`src/rtl/mux_rr_stream_if.sv`:
```
// Stream bundle for mux_rr_stream: NCH producer channels in, one consumer out.
// With MUX_PKT_LOCK_EN defined the bundle also carries the packet-end markers
// in_last/out_last.
interface mux_rr_stream_if #(
  parameter int NCH   = 4,
  parameter int WIDTH = 8,
  parameter int SELW  = 2
);
  logic [NCH*WIDTH-1:0] in_data;
  logic [NCH-1:0]       in_valid;
  logic [NCH-1:0]       in_ready;
  logic [WIDTH-1:0]     out_data;
  logic [SELW-1:0]      out_chan;
  logic                 out_valid;
  logic                 out_ready;
`ifdef MUX_PKT_LOCK_EN
  logic [NCH-1:0]       in_last;
  logic                 out_last;

  // Multiplexer side.
  modport slave (
    input  in_data, in_valid, in_last, out_ready,
    output in_ready, out_data, out_chan, out_valid, out_last
  );

  // Producer/consumer side.
  modport master (
    output in_data, in_valid, in_last, out_ready,
    input  in_ready, out_data, out_chan, out_valid, out_last
  );
`else
  // Multiplexer side.
  modport slave (
    input  in_data, in_valid, out_ready,
    output in_ready, out_data, out_chan, out_valid
  );

  // Producer/consumer side.
  modport master (
    output in_data, in_valid, out_ready,
    input  in_ready, out_data, out_chan, out_valid
  );
`endif
endinterface

```
`src/rtl/mux_rr_stream.sv`:
```
// mux_rr_stream: N-channel streaming multiplexer with a one-entry registered
// output stage. mode=0 takes the channel named by sel; mode=1 arbitrates
// round-robin starting from the channel after the last one served.
// Optional macro MUX_PKT_LOCK_EN: holds the grant on one channel from the
// first beat of a packet through its in_last beat, and registers out_last.
module mux_rr_stream #(
  parameter int NCH   = 4,
  parameter int WIDTH = 8,
  parameter int SELW  = 2
) (
  input  logic            clock,
  input  logic            reset,
  input  logic            mode,
  input  logic [SELW-1:0] sel,
  mux_rr_stream_if.slave  bus
);

  localparam logic [SELW-1:0] LAST_CH = SELW'(NCH - 1);

  logic [SELW-1:0]  ptr;
  logic             load_ok;
  logic             grant_vld;
  logic [SELW-1:0]  grant_idx;
  logic [WIDTH-1:0] grant_data;
  logic             xfer;
  logic             beat_last;
  logic [NCH-1:0]   ready;
  logic [WIDTH-1:0] data_q;
  logic [SELW-1:0]  chan_q;
  logic             valid_q;
`ifdef MUX_PKT_LOCK_EN
  logic             lock_active;
  logic [SELW-1:0]  lock_chan;
  logic             last_q;
`endif

  // Channel index base+off folded back into 0..NCH-1.
  function automatic logic [SELW-1:0] wrap_idx(input logic [SELW-1:0] base, input int off);
    int s;
    s = int'(base) + off;
    if (s >= NCH) s -= NCH;
    return SELW'(s);
  endfunction

  // The output register can take a word when empty or being emptied this cycle.
  assign load_ok = !valid_q | bus.out_ready;

  // Grant: fixed select or round-robin search from ptr; a held packet overrides both.
  always_comb begin
    // NOTE: every signal driven here gets a default first, so no path can infer a latch.
    grant_vld = 1'b0;
    grant_idx = '0;
    if (!mode) begin
      for (int k = 0; k < NCH; k++) begin
        if (sel == SELW'(k) && bus.in_valid[k]) begin
          grant_vld = 1'b1;
          grant_idx = SELW'(k);
        end
      end
    end else begin
      // Walk from the farthest candidate to the nearest so the nearest valid one wins.
      for (int i = NCH - 1; i >= 0; i--) begin
        if (bus.in_valid[wrap_idx(ptr, i)]) begin
          grant_vld = 1'b1;
          grant_idx = wrap_idx(ptr, i);
        end
      end
    end
`ifdef MUX_PKT_LOCK_EN
    if (lock_active) begin
      grant_vld = bus.in_valid[lock_chan];
      grant_idx = lock_chan;
    end
`endif
  end

  assign grant_data = bus.in_data[grant_idx*WIDTH +: WIDTH];
  assign xfer       = grant_vld & load_ok;

`ifdef MUX_PKT_LOCK_EN
  assign beat_last = bus.in_last[grant_idx];
`else
  assign beat_last = 1'b1;
`endif

  // Ready is one-hot on the granted channel, and forced off while reset is high.
  always_comb begin
    ready = '0;
    if (xfer && !reset) ready[grant_idx] = 1'b1;
  end

  assign bus.in_ready = ready;

  // Output stage: load on a transfer, drop valid once the consumer takes it, else hold.
  always_ff @(posedge clock or posedge reset) begin
    // NOTE: sequential state uses non-blocking assignments so every flop samples pre-edge values.
    if (reset) begin
      data_q  <= '0;
      chan_q  <= '0;
      valid_q <= 1'b0;
    end else if (xfer) begin
      data_q  <= grant_data;
      chan_q  <= grant_idx;
      valid_q <= 1'b1;
    end else if (bus.out_ready) begin
      valid_q <= 1'b0;
    end
  end

  assign bus.out_data  = data_q;
  assign bus.out_chan  = chan_q;
  assign bus.out_valid = valid_q;

  // Round-robin pointer moves past the served channel, only at a packet end in mode 1.
  always_ff @(posedge clock or posedge reset) begin
    if (reset) begin
      ptr <= '0;
    end else if (xfer && mode && beat_last) begin
      ptr <= (grant_idx == LAST_CH) ? '0 : grant_idx + 1'b1;
    end
  end

`ifdef MUX_PKT_LOCK_EN
  // Packet lock: a non-last beat pins the grant to its channel until the last beat.
  always_ff @(posedge clock or posedge reset) begin
    if (reset) begin
      lock_active <= 1'b0;
      lock_chan   <= '0;
      last_q      <= 1'b0;
    end else if (xfer) begin
      lock_active <= !beat_last;
      lock_chan   <= grant_idx;
      last_q      <= beat_last;
    end
  end

  assign bus.out_last = last_q;
`endif

endmodule

```
`src/flat_wrapper.sv`:
```
// flat-port wrapper written by rule: the top's interface ports become plain ports
module mux_rr_stream_flat 
#(
  parameter int NCH   = 4,
  parameter int WIDTH = 8,
  parameter int SELW  = 2
)
  (clock, reset, mode, sel, bus_in_data, bus_in_valid, bus_out_ready, bus_in_ready, bus_out_data, bus_out_chan, bus_out_valid);
  mux_rr_stream_if #(.NCH(NCH), .WIDTH(WIDTH), .SELW(SELW)) bus_i ();
  input  logic clock;
  input  logic reset;
  input  logic mode;
  input  logic [SELW-1:0] sel;
  input wire logic [$bits(bus_i.in_data)-1:0] bus_in_data;
  input wire logic [$bits(bus_i.in_valid)-1:0] bus_in_valid;
  input wire logic [$bits(bus_i.out_ready)-1:0] bus_out_ready;
  output wire logic [$bits(bus_i.in_ready)-1:0] bus_in_ready;
  output wire logic [$bits(bus_i.out_data)-1:0] bus_out_data;
  output wire logic [$bits(bus_i.out_chan)-1:0] bus_out_chan;
  output wire logic [$bits(bus_i.out_valid)-1:0] bus_out_valid;
  assign bus_i.in_data = bus_in_data;
  assign bus_i.in_valid = bus_in_valid;
  assign bus_i.out_ready = bus_out_ready;
  assign bus_in_ready = bus_i.in_ready;
  assign bus_out_data = bus_i.out_data;
  assign bus_out_chan = bus_i.out_chan;
  assign bus_out_valid = bus_i.out_valid;
  mux_rr_stream #(.NCH(NCH), .WIDTH(WIDTH), .SELW(SELW)) u_core (.clock(clock), .reset(reset), .mode(mode), .sel(sel), .bus(bus_i));
endmodule
```
`config.mk`:
```
export PLATFORM = sky130hd
export DESIGN_NAME = mux_rr_stream_flat
export DESIGN_NICKNAME = d
export VERILOG_FILES = /design/src/rtl/mux_rr_stream_if.sv /design/src/rtl/mux_rr_stream.sv /design/src/flat_wrapper.sv
export SDC_FILE = /design/constraint.sdc
export NUM_CORES = 1
export LEC_CHECK = 0
export CAP_MARGIN = 20
export CORE_UTILIZATION = 39
export CTS_BUF_LIST = sky130_fd_sc_hd__clkbuf_8 sky130_fd_sc_hd__clkbuf_16
export CTS_CLUSTER_DIAMETER = 60
export DETAILED_ROUTE_END_ITERATION = 12
export PLACE_DENSITY_LB_ADDON = 0.25
export REMOVE_ABC_BUFFERS = 1
export SYNTH_ARGS = -nofsm -noshare
export SYNTH_HDL_FRONTEND = slang
export SYNTH_SLANG_ARGS = --single-unit
```
`constraint.sdc`:
```
create_clock -name clock -period 2.2 [get_ports clock]
set_input_delay 0.33 -clock clock [delete_from_list [all_inputs] [get_ports clock]]
set_output_delay 0.33 -clock clock [all_outputs]
set_load 0.05 [all_outputs]
```
======== After elaboration in Yosys (flattened, before gate mapping) ========
Cells that the tools add are included.
storage, ports and cells
  register bits after elaboration ......... 13
  output and inout bits ................... 15
cells by class
  $add $sub $neg .......................... 8
  magnitude comparators ................... 10
  eq/ne operators ......................... 4
  shift-type cells ........................ 1
  muxes and demuxes ....................... 39
  bitwise operators ....................... 2
  reduce and logical (&&, ||, !) cells .... 11
operators with widths
  operator             number
  $mux 2               16
  $shiftx 32x6->8      1
  $mux 1               17
  $lt 2x3->1 const B   5
  $ge 3x3->1 const B   3
  $bmux 1 s2           4
  $sub 2x1->2 const B  4
  $logic_and 1x1->1    7
  $add 2x2->3 const B  2
  $eq 2x2->1 const B   3
  $mux 4               1
  $add 2x1->3 const B  1
  $ge 2x3->1 const B   1
  $add 2x1->2 const B  1
  $demux 1 s2          1
  $eq 2x1->1 const B   1
  $ge 2x1->1 const B   1
  $logic_not 1->1      2
  $logic_not 2->1      1
  $reduce_bool 2->1    1
  $and 1x1->1          1
  $or 1x1->1           1

======== Longest topological paths before layout ========
  word-level depth ........................ 16
  gate-level depth with buffers ........... 9
  mapped depth without buffers ............ 7

======== Worst setup path before layout ========
OpenSTA, ideal clock, no wires.
  path type ............................... input-to-output
  start ................................... input bus_in_valid[3]
  end ..................................... output bus_in_ready[1]
  arrival ................................. 1.860 ns
  required time ........................... 1.870 ns
  path slack .............................. 0.010 ns
  stages on the path ...................... 7
  cell sequence ........................... buf_6 -> mux2_2 -> nand3b_1 -> o21a_1 -> clkinv_2 -> buf_2 -> nor2_1
between the ends
  longest elaborated chain between the ends .. 12
  elaborated cells between the ends (all ways) .. 29
ends and longest elaborated chain
  element                                                                RTL line             source
  start, declared                                                        flat_wrapper.sv:15   input wire logic [$bits(bus_i.in_valid)-1:0] bus_in_valid;
  $bmux 1 s2                                                             mux_rr_stream.sv:63  if (bus.in_valid[wrap_idx(ptr, i)]) begin
  $mux 1 (not written as such)                                           mux_rr_stream.sv:63
  $mux 2 (4 in series)                                                   mux_rr_stream.sv:63
  $mux 2                                                                 mux_rr_stream.sv:53  if (!mode) begin
  $lt 2x3->1 (not written as such) / $ge 2x1->1 (equally long branches)  mux_rr_stream.sv:89  if (xfer && !reset) ready[grant_idx] = 1'b1;
  $logic_and 1x1->1 (not written as such)                                mux_rr_stream.sv:89
  $mux 1 (not written as such)                                           mux_rr_stream.sv:89
  $demux 1 s2                                                            n/a
  $mux 4 *                                                               mux_rr_stream.sv:89
  end, declared                                                          flat_wrapper.sv:17   output wire logic [$bits(bus_i.in_ready)-1:0] bus_in_ready;
Every way passes the cells marked *; elsewhere a longest branch is shown, timed or not. The select of a mux whose other input is x is not followed.

======== Worst setup path after layout ========
  start ................................... input mode
  end ..................................... output bus_in_ready[2]
between the ends
  longest elaborated chain between the ends .. 6
  elaborated cells between the ends (all ways) .. 10
ends and longest elaborated chain
  element                                                                RTL line             source
  start, declared                                                        flat_wrapper.sv:12   input logic mode;
  $mux 2                                                                 mux_rr_stream.sv:53
  $lt 2x3->1 (not written as such) / $ge 2x1->1 (equally long branches)  mux_rr_stream.sv:89
  $logic_and 1x1->1 (not written as such)                                mux_rr_stream.sv:89
  $mux 1 (not written as such)                                           mux_rr_stream.sv:89
  $demux 1 s2                                                            n/a
  $mux 4 *                                                               mux_rr_stream.sv:89
Every way passes the cells marked *; elsewhere a longest branch is shown, timed or not.

==> run_results.csv <==
group,metric,value,unit
status,status,"completed",
finish,diodes,0,
setup_path,slowest_delay,500,ps
power,p_comb_frac,0.611,
logic_synthesis,ys_types,38,
setup_path,reg2reg_from,"u_core.ptr[0]$_DFFE_PP0P_",
power,netSwitchingFraction,0.446,
routing,routed_wl,3400,µm
finish,multiInputGateArea,663,µm²
grt,grt_max_degree,14,
placed_design,dp_slack,-240,ps
setup_path,critPathRequiredTime,1870,ps
routing,routedWlPerCell,14.2,µm
timing,tns,0,ps
logic_synthesis,synth-simple-area-share,0.310,
clock_tree,h-tree-depth,1,
logic_synthesis,synthCells,129,
floorplan,die-height,53.9,µm
power,p_int,869,µW
logic_synthesis,syn_area,1050,µm²
finish,final_nets,253,
routing,first_pass_iters,4,
floorplan,fp.dieW,53.9,µm
logic_synthesis,synth_top_family_by_area,"simple AND/OR/NAND/NOR gates",
logic_synthesis,synth_xor_area_frac,0,
setup_path,critPathKind,"input pin to output port",
power,p_sw,699,µW
timing,relSlewSlack,0.653,
logic_synthesis,synth_compound_area_frac,0.249,
logic_synthesis,synth_ff_type,"dfrtp_1",
timing,rsz0062_at_grt,"yes",
timing,skew,0.399,ps
logic_synthesis,synthMuxAreaShare,0.0417,
routing,via_per_inst,5.36,
placed_design,gp_congestion,0.875,
grt,antenna_found_initial,0,
logic_synthesis,synth.avg_cell_area,8.15,µm²
grt,grt_pass1_vias,1106,
floorplan,die_area,2910,µm²
finish,syn_to_final_growth,79.3,%
placed_design,place_hpwl,2610,µm
clock_tree,cts_tree,"built",
power,p_leak,0.000831,µW
clock_tree,cts_made_buffers,3,
power,power_density,832,nW/µm²
setup_path,slowest_stage,"clkdlybuf4s50_1",
finish,postLayoutCellArea,1880,µm²
clock_tree,cts-hold-fix-buffers,0,
min_path,hold_path.class,"input pin to async pin",
clock_tree,clk_latency,240,ps
placed_design,placed_area,1780,µm²
setup_path,end_kind,"output port",
power,pwr-share-clk,0.133,
routing,wl_met2,1820,µm
clock_tree,path_clk_slew,50,ps
routing,drtIter0Drc,33,
clock_tree,cts_root_buffer,"clkbuf_8",
logic_synthesis,synth_edf_count,0,
floorplan,ios,57,
timing,fmax,455,MHz
timing,finalWorstSetupSlack,2.35,ps
grt,grtUsageTotal,0.240,
logic_synthesis,yosysWarnings,0,
setup_path,arrival,1870,ps
setup_path,reg2reg_to,"u_core.bus.out_data[0]$_DFFE_PP0P_",
grt,grt_pass1_wl,4910,µm
floorplan,row_count,18,
routing,num_vias,1281,
finish,layout-drive-gt1-share,0.239,
routing,remaining_drc_errors,0,
floorplan,start_util,0.417,
setup_path,cp-start-kind,"input pin",
setup_path,reg2reg_depth,11,
routing,wl_met1,1310,µm
timing,finalSetupViolCount,0,
placed_design,port_buffers,56,
logic_synthesis,synth_fa_ha_area_frac,0.0119,
logic_synthesis,synth-seq-area-share,0.310,
grt,grt_overflow,0,
timing,fin_crit,2200,ps
timing,hold_ws,459,ps
timing,finalMaxSlewViolations,0,
power,power.total,1570,µW
routing,antenna_left,0,
finish,nFillCells,197,
clock_tree,cts.sinks,13,
timing,worst_pin_slew,519,ps
power,pwr-share-seq,0.256,
run,max_cap_viol_count,0,
setup_path,crit_fanout,6,
setup_path,r2r_slack,120,ps
timing,hold_viol,0,
floorplan,coreArea,2520,µm²
finish,regArea,328,µm²
power,peakVddDrop,0.644,mV
logic_synthesis,yosys_register_bits,13,
logic_synthesis,async_reset_ff_frac,1.00,
clock_tree,cts.path.max_buffers,2,
routing,routed.top_layer,"met4",
timing,period_share,0.999,
setup_path,crit_chain,"clkdlybuf4s50_1 > buf_4 > o32ai_4 > inv_2 > ha_1 > and2_1 > buf_6",
routing,route.met3.wl,238,µm
## sequential cells by signal, summed over array words and instances (netlist names)
register              flops
u_core.bus.out_chan       2
u_core.bus.out_data       8
u_core.bus.out_valid      1
u_core.ptr                2
## routing by layer
layer	track usage	vias to the layer above
li1	-	621
met1	0.264	602
met2	0.455	52
met3	0.0593	6
met4	0.0526	0
met5	0	-
## placed cells by master, fill, tap and decap left out, types with 2 or more instances in the layout
master	count
nand2_1	44
a21oi_1	4
nand4_1	8
nor3_2	2
o21a_1	2
buf_12	3
dfrtp_2	2
o21ai_0	3
nand2b_1	2
clkbuf_8	3
inv_1	5
o221a_1	8
nor2_1	5
dlygate4sd2_1	6
nor2_2	2
clkdlybuf4s50_1	46
dfrtp_1	11
buf_4	27
## area by class of cell
type                       count  share of cell area
tap                           30              0.0199
sequential                    13               0.174
timing repair buffer          83               0.418
clock inverter                 1             0.00199
clock buffer                   3              0.0219
inverter                       6              0.0126
multi-input combinational    103               0.352
## critical path: cells and delay by family
kind            cells  cell delay (ps)
simple gates        1              140
compound gates      1              270
buf+inv             4              930
fa+ha+maj           1              200
## power by group through the flow
stage	combinational [µW]	sequential (µW)	clock [µW]
5_1_grt	1010	412	224
4_1_cts	944	393	211
3_3_place_gp	896	385	0
6_report	958	402	209
3_5_place_dp	912	394	0
2_1_floorplan	314	605	0
## metrics by stage
stage / instances / util
after detailed placement: 229 / 0.704
after floorplan: 122 / -
after global routing: 239 / 0.747
after global placement: 229 / 0.704
final: 239 / 0.747
after CTS: 238 / 0.739
## cell usage after synthesis, types with 3 or more instances
cell type / count / share of area
nand2_1: 44 / 0.16
dfrtp_1: 13 / 0.31
nand4_1: 8 / 0.048
o221a_1: 8 / 0.086
nor2_1: 6 / 0.021
a21oi_1: 4 / 0.019
inv_1: 4 / 0.014
buf_6: 3 / 0.032
nor3_1: 3 / 0.014
o21ai_0: 3 / 0.014
## logic make-up after synthesis
kind of cell	count (synthesis)
adder cells (fa/ha/maj)	1
multiplexers	3
AO/OA/AOI/OAI	27
flip-flops	13
AND/OR/NAND/NOR	72
buffers and inverters	13
## how the worst max path moves through the flow
stage	start	end	slack (ps)	cells after the start
after global placement	bus_in_valid[0]	bus_in_ready[2]	-200	9
final	mode	bus_in_ready[2]	2	7
after detailed placement	bus_in_valid[3]	bus_in_ready[2]	-240	8
after CTS	mode	bus_in_ready[0]	5	6
after floorplan	sel[0]	bus_in_ready[1]	-280	5
after global routing	mode	bus_in_ready[2]	-60	7
## timing repair
item,CTS,global route
buffers inserted,5,1
setup endpoints to repair,4,12
pin swaps,2,1
resized for setup,9,5
Power figures use the tool's default switching activity.
==> RTL edit 1, RTL diff (same settings) <==
`SELW` is set to 2 in 3 places; all go to 3.
--- a/src/rtl/mux_rr_stream_if.sv
+++ b/src/rtl/mux_rr_stream_if.sv
@@ -5,5 +5,5 @@
   parameter int NCH   = 4,
   parameter int WIDTH = 8,
-  parameter int SELW  = 2
+  parameter int SELW  = 3
 );
   logic [NCH*WIDTH-1:0] in_data;
--- a/src/rtl/mux_rr_stream.sv
+++ b/src/rtl/mux_rr_stream.sv
@@ -7,5 +7,5 @@
   parameter int NCH   = 4,
   parameter int WIDTH = 8,
-  parameter int SELW  = 2
+  parameter int SELW  = 3
 ) (
   input  logic            clock,
--- a/src/flat_wrapper.sv
+++ b/src/flat_wrapper.sv
@@ -4,5 +4,5 @@
   parameter int NCH   = 4,
   parameter int WIDTH = 8,
-  parameter int SELW  = 2
+  parameter int SELW  = 3
 )
   (clock, reset, mode, sel, bus_in_data, bus_in_valid, bus_out_ready, bus_in_ready, bus_out_data, bus_out_chan, bus_out_valid);
Ports: changed (resized bus_out_chan and sel); port bits go from 57 to 59. No check against the original RTL was run, so the function may have changed too.
==> RTL edit 1 against the original RTL <==
The flow now finishes with violations (negative setup slack); final area is 52% higher; setup slack worse by 0.65 ns; synthesized area is 50% higher; sequential power is 12% higher; sequential cell count is 2 higher; via count is 39% higher; wire length is 63% higher; hold slack worse by 0.091 ns; power is 100% higher; register-to-register slack worse by 0.31 ns; clock skew is 0.0085 ns higher; count of clock-buffer cells in the layout stayed put; core utilization is 1.4 points higher; critical path type is now reg -> out; critical endpoint is now bus_in_ready[3].
==> RTL edit 1: results (changes against the original RTL) <==
* Status: complete, but fails checks
* Failing checks: negative setup slack
* R2r setup slk at -0.19 ns (-0.31 ns)
* CP Max Fanout at 5 (-1)
* WL met1 at 2.233 mm (+70%)
* Met3 Wirelength at 289 um (+21%)
* Post-synth ARST share at 100.0% (unchanged)
* Fraction of area in registers at 13.07% (-4.3 points)
* Setup TNS Final at -3.893 ns (-3.893 ns)
* R2R depth at 9 (-2)
* Gpl congestion at 0.8700 (-0.58%)
* Top cell category: multi-input combinational cells
* Post-Place Cells at 301 (+31%)
* Mapped Cells at 172 (+33%)
* First-pass GRT wire length at 8.252 mm (+68%)
* Hold Slack at 0.3681 ns (-0.09074 ns)
* Synth area leaders: dfrtp_1, mux2i_1, o31ai_2
* Count of multi-input gates at 136 (+32%)
* Yosys cell types at 50 (+32%)
* Final setup vio count at 14 (+14)
* Inverters at 7 (+1)
* Worst path max stage delay at 0.38 ns (-0.12 ns)
* IO buf count at 58 (+3.6%)
* Share of the yosys chip area belonging to registers at 23.89% (-7.1 points)
* Total global routing track utilization at 25.71% (+1.7 points)
* # fillers at 256 (+30%)
* Non-Clock Buffer Count at 108 (+30%)
* Final WS setup at -0.6506 ns (-0.6530 ns)
* Drt total wl at 5.557 mm (+63%)
* Post-synth top cells: nand2_1, mux2i_1, dfrtp_1
* Endpoint arrival time on the critical path at 2.52 ns (+0.65 ns)
* Worst VDD drop at 0.9000 mV (+40%)
* CP max stage cell: dfrtp_1
* Synthesized flop and latch total at 15 (+2)
* Least-Margin Pin Slew at 0.5274 ns (+0.008516 ns)
* Met3 Track Usage GR at 5.903% (-0.029 points)
* Multi-input logic area at 1315 um^2 (+98%)
* Met1 Usage GRT at 29.63% (+3.2 points)
* NumNets Final at 320 (+26%)
* Highest metal used: met4
* DR WL/cell at 17.47 um (+23%)
* WL met2 at 2.956 mm (+63%)
* Area post-placement at 2447 um^2 (+38%)
* Antenna-violating nets left at 0 (unchanged)
* Static Leak at 1.270 nW (+53%)
* Layout cell share with drive strength beyond 1 at 42.96% (+19 points)
* FF-to-FF End: u_core.ptr[1]$_DFFE_PP0P_
* Initial DRC Count at 80 (+140%)
* Non-clk buf share at 36.47% (-5.3 points)
* DP Wirelength at 3.547 mm (+36%)
* Setup Skew at 0.008892 ns (+0.008493 ns)
* Top delay family on crit path: adder cells
## RTL edit 1: changes by cell type after synthesis, sizes merged, moves of 9 or more
cell   delta
o31ai     +9
mux2i    +16
a21o      +9
nand2    -20
## RTL edit 1: how the worst max path moves through the flow
stage | to | from | cells after the start
after floorplan | bus_in_ready[0] | u_core.ptr[0]$_DFFE_PP0P_ | 9
after global placement | bus_in_ready[2] | bus_in_valid[2] | 10
after detailed placement | bus_in_ready[2] | bus_in_valid[2] | 10
after CTS | bus_in_ready[2] | u_core.ptr[0]$_DFFE_PP0P_ | 10
after global routing | bus_in_ready[0] | u_core.ptr[0]$_DFFE_PP0P_ | 11
final | bus_in_ready[3] | u_core.ptr[0]$_DFFE_PP0P_ | 10
## RTL edit 1: logic make-up (layout without fill, tap and decap cells)
| kind of cell | Yosys count | count (layout) | share of synthesized area, % |
|---|---|---|---|
| adder cells (fa/ha/maj) | 6 | 6 | 4.777 |
| AND/OR/NAND/NOR | 49 | 49 | 16.80 |
| AO/OA/AOI/OAI | 60 | 60 | 33.68 |
| flip-flops | 15 | 15 | 23.89 |
| buffers and inverters | 21 | 119 | 6.927 |
| multiplexers | 21 | 21 | 13.93 |
## RTL edit 1: per-stage QoR
stage	setup slack, ns	util, %
detailed placement	-0.8144	64.90
finish	-0.6506	76.14
global route	-0.7330	76.14
global placement	-0.6808	64.90
floorplan	-1.188	-
CTS	-0.6025	74.02
## RTL edit 1: power by group
group          internal (mW)  total, mW  switching [mW]
sequential             0.382      0.450          0.0674
combinational           1.16       2.48            1.32
clock                  0.124      0.222          0.0984
total                   1.66       3.15            1.49
## RTL edit 1: repair_timing
item,CTS,global route
pin swaps,16,18
gates resized for setup,50,16
endpoints found under the setup margin,15,16
buffers inserted,11,6
==> RTL edit 2, RTL diff (same flow settings) <==
Made on the original files. Register the input `mode` before use, without a reset. The logic sees it one clock later. The other inputs are not delayed to match.
--- a/src/rtl/mux_rr_stream.sv
+++ b/src/rtl/mux_rr_stream.sv
@@ -17,4 +17,10 @@
 
   localparam logic [SELW-1:0] LAST_CH = SELW'(NCH - 1);
+
+  logic mode_q;
+
+  always_ff @(posedge clock) begin
+    mode_q <= mode;
+  end
 
   logic [SELW-1:0]  ptr;
@@ -51,5 +57,5 @@
     grant_vld = 1'b0;
     grant_idx = '0;
-    if (!mode) begin
+    if (!mode_q) begin
       for (int k = 0; k < NCH; k++) begin
         if (sel == SELW'(k) && bus.in_valid[k]) begin
@@ -116,5 +122,5 @@
     if (reset) begin
       ptr <= '0;
-    end else if (xfer && mode && beat_last) begin
+    end else if (xfer && mode_q && beat_last) begin
       ptr <= (grant_idx == LAST_CH) ? '0 : grant_idx + 1'b1;
     end
Function: changed (a bounded check fails within 4 cycles, from zero or initial values and one cycle with reset high).
==> RTL edit 2 against the original RTL <==
The run now ends with negative setup slack left; final area up 9.4%; largest cell class unchanged; register-to-register slack worse by 0.18 ns; synthesized area up 0.83%; count of clock-buffer cells in the layout up 1; largest power group unchanged; setup slack worse by 0.065 ns; sequential cell count up 1; cell count down 0.42%; power up 7.6%; die area up 0.82%; wire length up 16%.
==> RTL edit 2: results (changes against the original RTL) <==
* Status: complete, but fails checks
* Failing checks: negative setup slack
* Synth Area in Adders at 0% (-1.2 points)
* Xor/xnor share of the synthesized area at 0.8264% (+0.83 points)
* Worst VDD drop at 0.6979 mV (+8.3%)
* Post-Place Cells at 220 (-3.9%)
* Post-synthesis mux area share at 15.94% (+12 points)
* # Post-CTS Setup Buffers at 10 (+5)
* Reg2Reg Launch Point: u_core.ptr[1]$_DFFE_PP0P_
* Avg Cell Area, Syn at 8.906 um^2 (+9.3%)
* First-pass GRT wire length at 5.623 mm (+15%)
* Pre-antenna DRT Iters at 5 (+1)
* Layout cell share with drive strength beyond 1 at 33.17% (+9.2 points)
* R2R depth at 7 (-4)
* Final setup vio count at 2 (+2)
* Setup Skew at 0.0009606 ns (+0.0005616 ns)
* Worst slack at placement at -0.4155 ns (-0.1757 ns)
* Critical Path Sink: u_core.bus.out_data[4]$_DFFE_PP0P_
* Final WS setup at -0.06266 ns (-0.06501 ns)
* Clock Power at 0.260 mW (+24%)
* Drt total wl at 3.945 mm (+16%)
* Gpl congestion at 0.7957 (-9.1%)
* Top delay family on crit path: compound AO/OA/AOI/OAI gates
* Yosys cell types at 33 (-13%)
* Post-synthesis compound-gate area fraction at 27.63% (+2.7 points)
* Combinational Power at 1.02 mW (+6%)
* Kind of critical path: reg -> reg
* CP max stage cell: a2111oi_0
* PostCTS Resize Cnt at 18 (+9)
* Normalized max-slew margin at 65.82% (+0.52 points)
* DP Wirelength at 2.613 mm (about the same)
* Total global routing track utilization at 26.63% (+2.6 points)
* Vias per inst at 5.676 (+5.9%)
-- RTL edit 2: through the flow --
step	power (mW)	TNS, ns	hold slack [ns]
floorplan	0.9107	-2.764	0.2149
global placement	1.283	-3.647	0.4733
detailed placement	1.308	-4.651	0.4915
CTS	1.608	-0.01115	0.5055
global route	1.771	-0.3947	0.5399
finish	1.688	-0.07099	0.5042
-- RTL edit 2: worst register-to-register path, cell delays in order (launching register included) --
cell and delay, ns:
dfrtp_2 0.42, nand2_1 0.11, a221o_1 0.36, a31o_1 0.29
buf_4 0.16, buf_4 0.18, a2111oi_0 0.51, a211oi_1 0.10
-- RTL edit 2: layer usage --
metal	wire length, um	track usage (%)	vias to the layer above
met3	326	3.672	6
met1	1500	31.89	640
met2	2067	47.76	73
met4	51	9.402	0
li1	-	-	632
met5	0	0	-
-- RTL edit 2: area by class of cell --
class                      count  area, um^2
inverter                       3       11.26
clock buffer                   4       55.05
multi-input combinational     92       738.2
sequential                    14       347.8
timing repair buffer          95       872.1
fill                         156       460.4
tap                           30       37.54
